File: config.mk
export PLATFORM = sky130hd
export DESIGN_NAME = clock_divider_bank
export DESIGN_NICKNAME = d
export VERILOG_FILES = /design/src/rtl/clock_divider_bank.sv
export SDC_FILE = /design/constraint.sdc
export NUM_CORES = 1
export LEC_CHECK = 0
export CELL_PAD_IN_SITES_DETAIL_PLACEMENT = 1
export CELL_PAD_IN_SITES_GLOBAL_PLACEMENT = 1
export CORE_MARGIN = 5
export CORE_UTILIZATION = 46
export DETAILED_ROUTE_END_ITERATION = 10
export PLACE_DENSITY_LB_ADDON = 0.05
export RECOVER_POWER = 100
export SETUP_SLACK_MARGIN = 0.4
export SYNTH_ARGS = -nofsm -noshare
export SYNTH_HDL_FRONTEND = slang
export SYNTH_SLANG_ARGS = --single-unit
File: constraint.sdc
create_clock -name clock1M -period 4.1 [get_ports clock1M]
set_clock_uncertainty 0.15 [all_clocks]
set_input_delay 1.23 -clock clock1M [delete_from_list [all_inputs] [get_ports clock1M]]
set_output_delay 1.23 -clock clock1M [all_outputs]
set_load 0.01 [all_outputs]
File: src/rtl/clock_divider_bank.sv
// Bank of runtime-programmable 50%-duty clock dividers, each with a rising-edge tick.
// Latency: all outputs registered; clk_out rises H edges after enable, sync or reset release.
// Backpressure: none; config writes are always accepted and applied at a glitch-free point.
module clock_divider_bank #(
    parameter int  NUM_CH     = 2,
    parameter int  CNT_W      = 16,
    parameter int  RESET_HALF = 5,
    localparam int CH_W       = (NUM_CH > 1) ? $clog2(NUM_CH) : 1
) (
    input  logic              clock1M,
    input  logic              reset,
    input  logic [NUM_CH-1:0] en,
    input  logic              sync,
    input  logic              cfg_we,
    input  logic [CH_W-1:0]   cfg_ch,
    input  logic [CNT_W-1:0]  cfg_half,
    output logic [NUM_CH-1:0] clk_out,
    output logic [NUM_CH-1:0] tick,
    output logic [NUM_CH-1:0] cfg_pending
);

    for (genvar i = 0; i < NUM_CH; i++) begin : g_ch
        logic [CNT_W-1:0] act_h;
        logic [CNT_W-1:0] pend_h;
        logic [CNT_W-1:0] cnt;
        logic             pend;
        logic             clk_q;
        logic             tick_q;
        logic             wr_hit;
        logic             run;
        logic             tc;
        logic             fall_tc;

        // Out-of-range channel numbers never match any i, so they are dropped here.
        assign wr_hit  = cfg_we && (int'(cfg_ch) == i);
        assign run     = en[i] && (act_h != '0);
        assign tc      = (cnt == act_h - CNT_W'(1));
        assign fall_tc = run && tc && clk_q;

        always_ff @(posedge clock1M) begin
            if (reset) begin
                act_h  <= CNT_W'(RESET_HALF);
                pend_h <= '0;
                pend   <= 1'b0;
                cnt    <= '0;
                clk_q  <= 1'b0;
                tick_q <= 1'b0;
            end else begin
                // A write landing on an apply edge takes effect on that same edge.
                if (sync || fall_tc) begin
                    if (wr_hit) begin
                        act_h <= cfg_half;
                    end else if (pend) begin
                        act_h <= pend_h;
                    end
                    pend <= 1'b0;
                end else if (wr_hit) begin
                    pend_h <= cfg_half;
                    pend   <= 1'b1;
                end else if (pend && !run) begin
                    act_h <= pend_h;
                    pend  <= 1'b0;
                end

                if (sync || !run) begin
                    cnt    <= '0;
                    clk_q  <= 1'b0;
                    tick_q <= 1'b0;
                end else if (tc) begin
                    cnt    <= '0;
                    clk_q  <= ~clk_q;
                    tick_q <= ~clk_q;
                end else begin
                    cnt    <= cnt + CNT_W'(1);
                    tick_q <= 1'b0;
                end
            end
        end

        assign clk_out[i]     = clk_q;
        assign tick[i]        = tick_q;
        assign cfg_pending[i] = pend;
    end

endmodule

==> results.txt <==
- On the final layout, the worst hold slack is 0.317 ns.
- After synthesis, the netlist uses 73 different library cells.
- Detailed-routing iteration count for the pre-antenna-repair pass: 5
- Final clock period utilization by the worst path: roughly 90%
- The number of clock buffers added by TritonCTS is 9.
- Highest attainable clock frequency: 0.272 GHz
- CP Data Arrival Time: 3.79 ns
* Worst min-delay path class: reg -> reg
- CTS tree: built
* Power after layout: approximately 2.2 mW
* Largest driver fanout on the critical path: 18
- Number of enable-type register cells in the synthesized netlist: 0
- The number of nets handed over by synthesis was roughly 700.
* IO Count: 29
- In this run the most critical hold path is launched from g_ch[1].pend_h[4].
- TNS Setup: 0 ns
* Count of vias placed by the detailed router: roughly 5000
* P&R area growth vs syn: 11.1%
- Actual transition at the worst max-transition pin: a little over 0.8 ns
* Vias per cell: around 5.9
* Nature of the critical path endpoint: flop
- The total count of max-transition violations in the final report came to 0.
- Launch instance of the worst register-to-register path: g_ch[1].act_h[0]
* Number of port buffers: 28
* Full die area: ~15000 µm²
* Number of warnings printed during yosys synthesis: 0
- The critical path in this run is classified as reg -> reg.
- The first global-routing pass estimated roughly 27000 µm of wire.
* Synthesized area divided by synthesized cell count: roughly 8.7 µm²
- Final antenna diode count: 0
* Sum of met2 wire segment lengths after detailed routing: just under 8000 µm
- After the last flow step, the layout net total stands at about 700.
* Total half-perimeter wirelength after legalization and detailed placement: between 10000 and 15000 µm
- The number of hold-slack violations in the final timing report came to 0.
* Instance area after placement: 6150 µm²
- Worst voltage drop across the vdd grid: approximately 0.00022 V
- Drt drc: 0
- Width of the chip: around 120 µm
- Flop and latch count out of synthesis: a little over 100
- For this run, the total global-route usage over all layers was measured as between 20% and 30%.
* Final setup fails: 0
* Top Layer Used: met4
- The finished cells cover roughly 6400 µm².
- Final period demand of the worst path: about 3.7 ns
- Clk_lat worst skew: 0.35 ns
* Total length of routed wires: between 15000 and 20000 µm
* Share of synthesized registers carrying an async set or reset: 0%
- Reg2Reg Setup Slack: between 0.4 and 0.5 ns
- The via count of the first global-routing pass is just over 5000.
* Sequential element share of the synthesized area: 35.2%
* Relative slew slack: between 40% and 50%
- The tree built by TritonCTS fans out to a little over 100 sinks.
- Row Count: 41
- For this design the ratio of total power to cell area is ~350 nW/µm².
* Routed len/inst: 19.4 µm
- Chip height: approximately 120 µm
- The region available for standard cell placement spans between 10000 and 15000 µm².
* Number of cells after detailed placement: roughly 840
- In this run the deepest clock path goes through 2 buffers.
- Remaining Overflow, GRT: 0
- Share of post-route cells with drive strength above 1: under 10%
- Counting every instance in the synthesized netlist gives 671.
- The run finished with clean final reports.
* Number of design-rule violations left by the first detailed-router iteration: roughly 280
* Clk root buf: clkbuf_16
* Wire length on met3: around 560 µm
* Clk pin slew, worst setup/hold paths: 0.07 ns
* Remaining number of nets flagged by the antenna check after routing: 0
* Data required time of the worst path: ~4.2 ns
* Number of levels the H-tree was split into: 3
- The detailed router put a total of roughly 8000 µm of wire on met1.
- Setup repair after global routing left no endpoint under its margin.
- Maximum number of pins on one net before global-route repair: 52
- Final weighted congestion in routability-driven placement: between 0.9 and 1
* Initial standard-cell utilization of the core: around 46%
- Post-route insts no fill: ~850
* Initial antenna violation count: 0
* Number of violations of the max-capacitance limit: 0
- Start point of the critical path: g_ch[1].act_h[0]
- Worst setup SP type: flop
- The mapped netlist covers between 5000 and 6000 µm².
- The most used flip-flop cell after synthesis is dfxtp_1.
- Leakage: about 2.2 nW
-- flip-flops by register name, indices dropped and copies added, names as in the netlist --
signal / cells
g_ch.clk_q: 2
g_ch.cnt: 32
g_ch.pend_h: 32
g_ch.act_h: 32
g_ch.pend: 2
g_ch.tick_q: 2
-- where the power goes --
group          switching [mW]  total (mW)  internal [mW]
Combinational           0.202       0.345          0.143
Clock                   0.402       0.822          0.419
Sequential             0.0537        1.08           1.03
Total                   0.658        2.25           1.59
-- routing by layer --
metal  track usage (%)  vias to the layer above
met3              4.15                       18
met2              37.3                       87
li1                  -                     2450
met1              30.9                     2466
met4              6.79                        0
met5                 0                        -
-- path summary, 6_finish.rpt --
check,end,cells past startpoint
setup / recovery,g_ch[1].act_h[9],11
hold / removal,g_ch[1].pend_h[4],2
setup reg to reg,g_ch[1].act_h[9],11
hold reg to reg,g_ch[1].pend_h[4],2
-- placed cells by master, fill, tap and decap left out, types with 3 or more instances in the layout --
cell	netlist	layout
a21oi_1	20	20
a311oi_1	7	7
nor4_1	11	11
inv_1	14	14
mux2i_1	50	50
a311oi_2	7	7
and3_1	12	12
nand4_1	8	8
a31oi_1	5	5
clkbuf_16	0	9
dfxtp_1	102	102
a41oi_1	5	5
buf_4	9	13
nand3_1	45	44
or3_1	7	7
o21bai_1	3	3
xor2_1	31	31
or4_1	5	5
nand2_1	54	54
or2_2	3	3
a21o_1	4	4
o21ai_0	5	5
clkinvlp_4	0	3
and2_1	5	4
dlygate4sd3_1	0	6
ha_1	4	4
xnor2_1	35	35
nor3_1	23	24
nand2b_1	3	3
clkdlybuf4s50_1	0	21
a211oi_1	17	17
nor2_1	68	68
o211ai_1	17	17
-- area by class of cell --
type	instances	area, µm²
fillers	1498	6070
flip-flops and latches	102	2040
well taps	172	215
inverters	15	56.3
clock buffers	11	233
multi-input cells	504	3450
repair buffers	44	409
clock inverters	5	42.5
-- stage by stage --
stage,setup slack (ns),util [%]
global route,0.266,51.5
global placement,0.368,49.2
CTS,0.434,51.4
detailed placement,0.281,49.2
floorplan,0.473,-
finish,0.418,51.5
-- cells in the mapped netlist (all sizes together), types with 20 or more instances --
cell	number	share of area (%)
nor2	68	4.4
nand2	54	3.5
xor2	31	4.7
buf	26	2.8
xnor2	35	5.3
nand3	45	3.9
nor3	26	2.6
dfxtp	102	35
mux2i	50	8.6
clkbuf	24	1.6
a21oi	20	1.7
-- what timing repair did --
| action | CTS | global route |
|---|---|---|
| buffers inserted | 0 | 1 |
| hold buffers | 0 | 0 |
| gates resized for setup | 1 | 4 |
| endpoints found under the setup margin | 16 | 54 |
| pin swaps | 0 | 2 |
-- worst max-delay path, stage by stage (launching register included) --
cell	delay (ns)
dfxtp_1	0.36
inv_1	0.07
ha_1	0.15
or4b_1	0.55
nor4_1	0.33
xnor2_1	0.16
nand4_1	0.12
or4_1	0.68
nor4_4	0.34
buf_6	0.23
o211ai_1	0.13
a311oi_2	0.30
-- logic make-up after synthesis --
logic type / count (synthesis) / synth area share, %
muxes: 50 / 8.62
AOI/OAI and AO/OA: 120 / 16.6
and+or+nand+nor: 264 / 23.4
buffers and inverters: 65 / 5.37
DFF: 102 / 35.2
xor gates and xnor gates: 66 / 9.96
adders and majority gates: 4 / 0.862
No activity file was read; power rests on OpenSTA's default activity.
